**src/rtl/peristaltic_pump_sequencer_if.sv**
```systemverilog
// rtl/peristaltic_pump_sequencer_if.sv - command handshake bundle for the pump sequencer
interface peristaltic_pump_sequencer_if #(
    parameter int DWELL_W = 16,
    parameter int COUNT_W = 16
) ();
    logic               cmd_valid;
    logic               cmd_ready;
    logic               cmd_dir;
    logic [DWELL_W-1:0] cmd_dwell;
    logic [COUNT_W-1:0] cmd_cycles;

    modport master (
        output cmd_valid, cmd_dir, cmd_dwell, cmd_cycles,
        input  cmd_ready
    );

    modport slave (
        input  cmd_valid, cmd_dir, cmd_dwell, cmd_cycles,
        output cmd_ready
    );
endinterface

```
**src/rtl/peristaltic_pump_sequencer.sv**
```systemverilog
// rtl/peristaltic_pump_sequencer.sv - N-valve peristaltic pump actuation sequencer
module peristaltic_pump_sequencer #(
    parameter int NUM_VALVES    = 3,
    parameter int DWELL_W       = 16,
    parameter int COUNT_W       = 16,
    parameter int SETTLE_CYCLES = 4
) (
    input  logic                      clk,
    input  logic                      rst_n,
    peristaltic_pump_sequencer_if.slave cmd,
    input  logic                      abort,
    output logic [NUM_VALVES-1:0]     valve_ctrl,
    output logic                      busy,
    output logic                      done,
    output logic                      aborted,
    output logic [COUNT_W-1:0]        cycles_done
);
    localparam int NUM_PHASES = 2 * NUM_VALVES;
    localparam int PW         = $clog2(NUM_PHASES);
    localparam int SW         = $clog2(SETTLE_CYCLES + 1);
    localparam logic [PW-1:0] LAST_PHASE  = PW'(NUM_PHASES - 1);
    localparam logic [SW-1:0] SETTLE_LAST = SW'(SETTLE_CYCLES - 1);

    typedef enum logic [1:0] {IDLE, RUN, SETTLE} state_t;

    state_t               state, state_n;
    logic [PW-1:0]        phase, phase_n, phase_adv;
    logic [DWELL_W-1:0]   dwell_cnt, dwell_cnt_n;
    logic [DWELL_W-1:0]   dwell_last, dwell_last_n;
    logic                 dir, dir_n;
    logic [COUNT_W-1:0]   cycles, cycles_n;
    logic [COUNT_W-1:0]   cycles_done_n, cycles_inc;
    logic [SW-1:0]        settle_cnt, settle_cnt_n;
    logic                 abort_pend, abort_pend_n, abort_hit;
    logic [NUM_VALVES-1:0] valve_ctrl_n;
    logic                 busy_n, done_n, aborted_n;
    logic                 phase_end, cycle_end;

    // Even phases vent one valve; odd phases vent the overlap pair.
    function automatic logic [NUM_VALVES-1:0] pattern(input logic [PW-1:0] p);
        logic [NUM_VALVES-1:0] v;
        int idx;
        int nxt;
        idx = int'(p) / 2;
        nxt = (idx + 1 == NUM_VALVES) ? 0 : idx + 1;
        v   = '1;
        for (int i = 0; i < NUM_VALVES; i++) begin
            if (i == idx || (p[0] && i == nxt)) v[i] = 1'b0;
        end
        return v;
    endfunction

    assign cmd.cmd_ready = (state == IDLE);

    always_comb begin
        state_n       = state;
        phase_n       = phase;
        dwell_cnt_n   = dwell_cnt;
        dwell_last_n  = dwell_last;
        dir_n         = dir;
        cycles_n      = cycles;
        cycles_done_n = cycles_done;
        settle_cnt_n  = settle_cnt;
        abort_pend_n  = abort_pend;
        aborted_n     = aborted;
        valve_ctrl_n  = '1;
        done_n        = 1'b0;

        phase_end  = (dwell_cnt == dwell_last);
        phase_adv  = dir ? ((phase == '0) ? LAST_PHASE : phase - 1'b1)
                         : ((phase == LAST_PHASE) ? '0 : phase + 1'b1);
        cycle_end  = (phase_adv == '0);
        cycles_inc = cycles_done + 1'b1;
        abort_hit  = abort_pend | abort;

        case (state)
            IDLE: begin
                if (cmd.cmd_valid) begin
                    state_n       = RUN;
                    dir_n         = cmd.cmd_dir;
                    dwell_last_n  = (cmd.cmd_dwell == '0) ? '0 : cmd.cmd_dwell - 1'b1;
                    cycles_n      = cmd.cmd_cycles;
                    cycles_done_n = '0;
                    aborted_n     = 1'b0;
                    abort_pend_n  = 1'b0;
                    phase_n       = '0;
                    dwell_cnt_n   = '0;
                    valve_ctrl_n  = pattern('0);
                end
            end
            RUN: begin
                valve_ctrl_n = pattern(phase);
                abort_pend_n = abort_hit;
                if (phase_end) begin
                    dwell_cnt_n = '0;
                    // A cycle counts only when its final phase finishes, even if abort lands there.
                    if (cycle_end) cycles_done_n = cycles_inc;
                    if (abort_hit || (cycle_end && cycles != '0 && cycles_inc == cycles)) begin
                        state_n      = SETTLE;
                        settle_cnt_n = '0;
                        aborted_n    = abort_hit;
                        abort_pend_n = 1'b0;
                        valve_ctrl_n = '1;
                    end else begin
                        phase_n      = phase_adv;
                        valve_ctrl_n = pattern(phase_adv);
                    end
                end else begin
                    dwell_cnt_n = dwell_cnt + 1'b1;
                end
            end
            SETTLE: begin
                if (settle_cnt == SETTLE_LAST) begin
                    state_n = IDLE;
                    done_n  = 1'b1;
                end else begin
                    settle_cnt_n = settle_cnt + 1'b1;
                end
            end
            default: state_n = IDLE;
        endcase

        busy_n = (state_n != IDLE);
    end

    always_ff @(posedge clk or negedge rst_n) begin
        if (!rst_n) begin
            state       <= IDLE;
            phase       <= '0;
            dwell_cnt   <= '0;
            dwell_last  <= '0;
            dir         <= 1'b0;
            cycles      <= '0;
            cycles_done <= '0;
            settle_cnt  <= '0;
            abort_pend  <= 1'b0;
            aborted     <= 1'b0;
            valve_ctrl  <= '1;
            busy        <= 1'b0;
            done        <= 1'b0;
        end else begin
            state       <= state_n;
            phase       <= phase_n;
            dwell_cnt   <= dwell_cnt_n;
            dwell_last  <= dwell_last_n;
            dir         <= dir_n;
            cycles      <= cycles_n;
            cycles_done <= cycles_done_n;
            settle_cnt  <= settle_cnt_n;
            abort_pend  <= abort_pend_n;
            aborted     <= aborted_n;
            valve_ctrl  <= valve_ctrl_n;
            busy        <= busy_n;
            done        <= done_n;
        end
    end
endmodule
```
**src/flat_wrapper.sv**
```systemverilog
// flat-port wrapper written by rule: the top's interface ports become plain ports
module peristaltic_pump_sequencer_flat 
#(
    parameter int NUM_VALVES    = 3,
    parameter int DWELL_W       = 16,
    parameter int COUNT_W       = 16,
    parameter int SETTLE_CYCLES = 4
)
  (clk, rst_n, abort, valve_ctrl, busy, done, aborted, cycles_done, cmd_cmd_valid, cmd_cmd_dir, cmd_cmd_dwell, cmd_cmd_cycles, cmd_cmd_ready);
  peristaltic_pump_sequencer_if #(.DWELL_W(DWELL_W), .COUNT_W(COUNT_W)) cmd_i ();
  input  logic clk;
  input  logic rst_n;
  input  logic abort;
  output logic [NUM_VALVES-1:0] valve_ctrl;
  output logic busy;
  output logic done;
  output logic aborted;
  output logic [COUNT_W-1:0] cycles_done;
  input wire logic [$bits(cmd_i.cmd_valid)-1:0] cmd_cmd_valid;
  input wire logic [$bits(cmd_i.cmd_dir)-1:0] cmd_cmd_dir;
  input wire logic [$bits(cmd_i.cmd_dwell)-1:0] cmd_cmd_dwell;
  input wire logic [$bits(cmd_i.cmd_cycles)-1:0] cmd_cmd_cycles;
  output wire logic [$bits(cmd_i.cmd_ready)-1:0] cmd_cmd_ready;
  assign cmd_i.cmd_valid = cmd_cmd_valid;
  assign cmd_i.cmd_dir = cmd_cmd_dir;
  assign cmd_i.cmd_dwell = cmd_cmd_dwell;
  assign cmd_i.cmd_cycles = cmd_cmd_cycles;
  assign cmd_cmd_ready = cmd_i.cmd_ready;
  peristaltic_pump_sequencer #(.NUM_VALVES(NUM_VALVES), .DWELL_W(DWELL_W), .COUNT_W(COUNT_W), .SETTLE_CYCLES(SETTLE_CYCLES)) u_core (.clk(clk), .rst_n(rst_n), .cmd(cmd_i), .abort(abort), .valve_ctrl(valve_ctrl), .busy(busy), .done(done), .aborted(aborted), .cycles_done(cycles_done));
endmodule
```
**config.mk**
```make
export PLATFORM = sky130hd
export DESIGN_NAME = peristaltic_pump_sequencer_flat
export DESIGN_NICKNAME = d
export VERILOG_FILES = /design/src/rtl/peristaltic_pump_sequencer_if.sv /design/src/rtl/peristaltic_pump_sequencer.sv /design/src/flat_wrapper.sv
export SDC_FILE = /design/constraint.sdc
export NUM_CORES = 1
export LEC_CHECK = 0
export ABC_CLOCK_PERIOD_IN_PS = 3000
export CELL_PAD_IN_SITES_DETAIL_PLACEMENT = 1
export CELL_PAD_IN_SITES_GLOBAL_PLACEMENT = 2
export CORE_MARGIN = 2
export CORE_UTILIZATION = 30
export DETAILED_ROUTE_END_ITERATION = 10
export GPL_TIMING_DRIVEN = 0
export PLACE_DENSITY_LB_ADDON = 0.1
export SLEW_MARGIN = 5
export SYNTH_ARGS = -nofsm -noshare
export SYNTH_HDL_FRONTEND = slang
export SYNTH_SLANG_ARGS = --single-unit
export TNS_END_PERCENT = 30
```
**constraint.sdc**
```tcl
create_clock -name clk -period 3 [get_ports clk]
set_input_delay 0.45 -clock clk [delete_from_list [all_inputs] [get_ports clk]]
set_output_delay 0.45 -clock clk [all_outputs]
set_load 0.03 [all_outputs]
```
==> metrics, run 1 <==
1st-iter DRT viols 241; min-delay worst type in -> async; first-pass GRT wire length 23900 um; Max Clock Freq 0.350 GHz; ys flop type dfrtp_1; outcome finished clean; Slew headroom 55.5%; max-slew violations 0; Clk Latency, worst-skew pair 350 ps; VDD IR-drop max 0.297 mV; Final Hold Viols 0; Seq/Total Area, Yosys 42.6%; clock sinks 80; Mapped Cells 564; Rows 45; starting density of the core 30.9%; Mapped Nets 607; Area Growth Syn to Fin 27.8%; Setup-failing EPs final 0; Vias per Instance 5.12; largest net degree at the start of global routing 60; Gate power share 39.3%; Synth async-reset ratio 100%; minimum clock period 2860 ps; vias in the first global route 4543; core area 0.0153 mm2; Diodes inserted 0; CP Data Required Time 3230 ps; number of flops mapped to enable cells by yosys 0; DRC 0; CTS tree built; Final nets 679; Routed Antenna Nets 0; sw power 0.00203 W; period utilization 95.2%; share of power burned in registers 37.2%; I/O Buffers 59; Reg clk slew, reported paths 60 ps; largest fanout on the critical path 8; area share of the largest cell type after synthesis 40.9%; Longest Clk Path Bufs 2; Post-CTS Hold Fix Bufs 0; die area 0.0167 mm2; clock root cell clkbuf_16; final wirelength 14300 um; Routed wire per std cell 16.8 um; final non-filler cell total 850; htree depth 3; Crit Path Class reg -> reg; critical path startpoint category flip-flop; most common cell after layout, fill and taps aside nand2_1; TritonCTS buffer count 9; area leader, netlist dfrtp_1; Pleak 2.34 nW; GRT overflow 0; synth unique cells 53; Worst EP arrival 3080 ps; Vias 4352; clk_skew 8.71 ps; layout cell share with drive strength beyond 1 7.98%; die height 129 um; initial antenna violation count 0; ranking of synthesized cells by area dfrtp_1, nand2_1, o21ai_0, xnor2_1, xor2_1; switch share 40.0%; Top-Level Pins 60; internal power 0.00304 W; Placed Instances 835; Power per Cell Area 843 mW/mm2; DP Wirelength 10600 um; unrepaired setup endpoints after global routing yes; CP Capture Type flip-flop; reg2reg setup slack 140 ps; Final Wtd Congestion 0.828; Syn. warnings 0; flops & latches, synth 80; Die X 129 um; Tot GR Track Use 18.4%; max_cap viols 0; clock power share 23.5%; total power 0.00507 W; worst slew pin tran 668 ps; Mapped Avg Cell Area 8.35 um2; Mapped Area 0.00471 mm2; Pre-antenna DRT Iters 4; most frequent cells in the layout nand2_1, dfrtp_1, o21ai_0
==> routing by layer <==
| layer | share of wire (%) | global-route usage, % |
|---|---|---|
| met5 | 0 | 0 |
| met4 | 1.9 | 7.61 |
| met3 | 3.2 | 2.44 |
| met2 | 43 | 27.3 |
| met1 | 52 | 26.9 |
==> worst paths after layout <==
check                                       start                    end  cells after the start
min in group clk             u_core.settle_cnt[0]   u_core.settle_cnt[0]                      1
setup / recovery           u_core.cycles_done[10]        u_core.phase[1]                      9
setup reg to reg           u_core.cycles_done[10]        u_core.phase[1]                      9
hold / removal                              rst_n            u_core.done                      1
hold reg to reg              u_core.settle_cnt[0]   u_core.settle_cnt[0]                      1
max in group asynchronous                   rst_n  u_core.cycles_done[0]                      2
==> repair_timing <==
action	4_1_cts	5_1_grt
pin swaps	3	3
endpoints found under the setup margin	22	18
setup buffers	1	2
resized for setup	14	12
==> power by group through the flow <==
| stage | Sequential, W | Combinational, W | Clock (W) |
|---|---|---|---|
| floorplan | 0.00189 | 0.00122 | 0 |
| global placement | 0.00187 | 0.00190 | 0 |
| detailed placement | 0.00188 | 0.00195 | 0 |
| CTS | 0.00188 | 0.00198 | 0.00123 |
| global route | 0.00195 | 0.00225 | 0.00126 |
| finish | 0.00188 | 0.00200 | 0.00119 |
==> cell families after synthesis <==
group | count (synthesis) | synth area share, %
compound gates | 120 | 15.3
flops | 80 | 42.6
xor+xnor | 54 | 10.0
mux | 3 | 0.664
fa+ha+maj | 6 | 1.59
buf+inv | 41 | 3.40
simple gates | 260 | 26.4
==> state kept, by name (all words and copies together) (netlist names), 2 cells and up <==
register	cells
u_core.cycles	16
u_core.cycles_done	16
u_core.dwell_cnt	16
u_core.dwell_last	16
u_core.phase	3
u_core.settle_cnt	3
u_core.valve_ctrl	3
u_core.state	2
==> area by class of cell <==
cell class                 count  area [um2]
timing repair buffer          63         638
clock inverter                 4        70.1
fill                        1837        9240
tap                          211         264
multi-input combinational    443        2640
inverter                      10        37.5
clock buffer                  10         239
buffer                        29         119
sequential                    80        2010
==> synth_stat cells, types with 3 or more instances <==
cell type and number:
dfrtp_1 77, or4_1 5, xor2_1 17, dfstp_2 3, a21oi_1 13, nor2b_1 8
or3_1 5, o41ai_1 4, nand4_1 6, nor4_1 10, nor3_1 18, inv_1 10
o31ai_1 9, nand2_1 120, and3_1 8, a31oi_1 8, o21ai_0 65, buf_2 5
clkbuf_1 26, nor2_1 35, nand3_1 19, nand2b_1 13, ha_1 6, xnor2_1 37
==> critical path: stages (launching register included) <==
cell      delay [ps]
dfrtp_1          350
clkbuf_1         340
and4_1           250
clkbuf_1         280
nand3_1          230
o21a_1           240
o211ai_1         290
nor3_2            90
nor3_2           330
mux2_1           350
==> stage by stage <==
| step | setup WS, ps | area (um2) | setup TNS, ps | utilization, % | hold WS (ps) |
|---|---|---|---|---|---|
| after CTS | 16.6 | 5950 | 0 | 39.0 | 8.82 |
| after floorplan | 162 | 4710 | 0 | - | 154 |
| final | 143 | 6020 | 0 | 39.4 | 10.4 |
| after detailed placement | -852 | 5590 | -10590 | 36.6 | 387 |
| after global routing | -52.7 | 6020 | -52.7 | 39.4 | 28.3 |
| after global placement | -1630 | 5560 | -136060 | 36.5 | 472 |
No activity file was read; power rests on OpenSTA's default activity.
==> run 2: changes to the inputs <==
Settings changed: HOLD_SLACK_MARGIN set to 0.02, SLEW_MARGIN 5 to unset.
==> run 2 against run 1 <==
Net effect: via count is 0.46% lower; worst hold slack improved by 480 ps; global-route usage stayed put; combinational power is essentially flat; first-iteration DRC count is 4.1% higher; maximum frequency hardly changed; critical path depth is 1 lower; non-clock buffer count increased by 1; cell area rose by 0.17%; clock power is essentially flat; clock-buffer cell count stayed put; critical path type unchanged.
==> metrics, run 2 (same netlist as run 1, synthesis figures left out) <==
outcome finished clean; CP Data Required Time 3270 ps (+40 ps); Vias per Instance 5.09 (-0.58%); Area Growth Syn to Fin 28.0%; critical path startpoint category flip-flop; first-pass GRT wire length 23900 um (unchanged); Placed Instances 835 (unchanged); Pre-antenna DRT Iters 4 (unchanged); Vias 4332 (-0.46%); 1st-iter DRT viols 251 (+4.1%); layout cell share with drive strength beyond 1 7.97% (-0.012 points); core area 0.0153 mm2 (unchanged); CP peak stage delay 560 ps (+210 ps); initial antenna violation count 0 (unchanged); TritonCTS buffer count 9 (unchanged); Final Hold Viols 0 (unchanged); Die X 129 um (unchanged); minimum clock period 2850 ps (-2.61 ps); final non-filler cell total 851 (+0.12%); Crit Path Class reg -> reg; clock sinks 80 (unchanged); min-delay worst type reg -> reg; Diodes inserted 0 (unchanged); met2 layer usage reported by global route 27.3% (unchanged); unrepaired setup endpoints after global routing yes; Longest Clk Path Bufs 2 (unchanged); Pleak 2.34 nW (+0.18%); crit-path cells ha_2 > nand3_4 > or4_1 > a2111oi_4 > o2111ai_2 > o31a_2 > a31o_1 > a21oi_2; final wirelength 14300 um (-0.22%); final setup TNS 0 ps (unchanged); Critical Path Slowest Stage Cell or4_1; Post-Route Utilization 39.5% (+0.066 points); most common cell after layout, fill and taps aside nand2_1; clk_skew 8.80 ps (+0.0856 ps); largest fanout on the critical path 9 (+1); most frequent cells in the layout nand2_1, dfrtp_1, o21ai_0; max-slew violations 0 (unchanged); max_cap viols 0 (unchanged); Routed wire per std cell 16.8 um (-0.33%); Final nets 680 (+0.15%); htree depth 3 (unchanged); CP Capture Type flip-flop; fillers 1836 (-0.054%); WHS 491 ps (+481 ps); Slew headroom 55.7% (+0.19 points); clock root cell clkbuf_16; period utilization 95.1% (about the same); GRT overflow 0 (unchanged); worst slew pin tran 665 ps (-2.78 ps); Clk Latency, worst-skew pair 350 ps (about the same); Setup-failing EPs final 0 (unchanged); Top-Level Pins 60 (unchanged); M3 GR Usage 2.44% (unchanged); CTS tree built; Routed Antenna Nets 0 (unchanged); GR Layer Usage met1 26.9% (unchanged); I/O Buffers 59 (unchanged); Final Wtd Congestion 0.828 (unchanged); largest net degree at the start of global routing 60 (unchanged); Power per Cell Area 842 mW/mm2 (-0.11%); Rows 45 (unchanged); DRC 0 (unchanged); Max Clock Freq 0.350 GHz (about the same); Worst EP arrival 3130 ps (+50 ps); VDD IR-drop max 0.297 mV (about the same); Reg clk slew, reported paths 60 ps (about the same); DP Wirelength 10600 um (unchanged); Tot GR Track Use 18.4% (unchanged); die area 0.0167 mm2 (unchanged); busiest grt layer met2; starting density of the core 30.9% (unchanged); vias in the first global route 4543 (unchanged); die height 129 um (unchanged)
-- run 2: cell count changes in the layout (fill, tap and decap cells not counted), sizes merged --
cell	change
dlygate4sd3	+1
-- run 2: worst paths after layout --
kind	startpoint	endpoint	slack, ps	cells after the start
min	u_core.settle_cnt[0]	u_core.settle_cnt[0]	490	1
min in group asynchronous	rst_n	u_core.done	560	2
max reg2reg	u_core.cycles_done[0]	u_core.valve_ctrl[0]	150	8
max in group asynchronous	rst_n	u_core.cycles_done[0]	1820	3
max	u_core.cycles_done[0]	u_core.valve_ctrl[0]	150	8
min reg2reg	u_core.settle_cnt[0]	u_core.settle_cnt[0]	490	1
-- run 2: metal layers --
metal,up-vias,part of all wire (%)
li1,2107,-
met1,2120,52
met2,87,43
met3,18,3.2
met4,0,1.9
met5,-,0
-- run 2: what timing repair did --
item / CTS / global route
buffers inserted: 1 / 2
endpoints found under the setup margin: 22 / 18
resized for setup: 14 / 12
pin swaps: 3 / 3
hold buffers: 1 / 0
endpoints found under the hold margin: 18 / 0
-- run 2: power by group --
part,leakage (nW),total (W),switching [W],internal [W]
clock,0.154,0.00119,0.000450,0.000740
combinational,1.21,0.00200,0.00115,0.000850
sequential,0.981,0.00188,0.000432,0.00145
total,2.34,0.00507,0.00203,0.00304
-- run 2: cell type report --
type,instances,area (um2),share of cell area [%]
clock inverters,4,70.1,1.16
inverters,10,37.5,0.623
multi-input cells,443,2640,43.8
flip-flops and latches,80,2010,33.4
plain buffers,29,119,1.97
well taps,211,264,4.38
repair buffers,64,648,10.8
clock buffers,10,239,3.97
-- run 2: worst max-delay path, delay by kind of cell, from the launching register on --
| family | cells | cell delay (ps) |
|---|---|---|
| DFF | 1 | 430 |
| and+or+nand+nor | 2 | 710 |
| AOI/OAI and AO/OA | 5 | 1380 |
| adders and majority gates | 1 | 260 |
-- run 2: through the flow --
step	setup WS, ps	instance area (um2)	total power [W]
6_report	146	6030	0.00507
5_1_grt	-52.7	6030	0.00546
4_1_cts	16.6	5960	0.00508
3_5_place_dp	-852	5590	0.00383
3_3_place_gp	-1630	5560	0.00376
2_1_floorplan	162	4710	0.00312
==> run 3: changes to the inputs <==
Settings changed: SKIP_LAST_GASP set to 1.
==> results of run 3 <==
Final layout, timing and power as in run 2 (identical DEF).
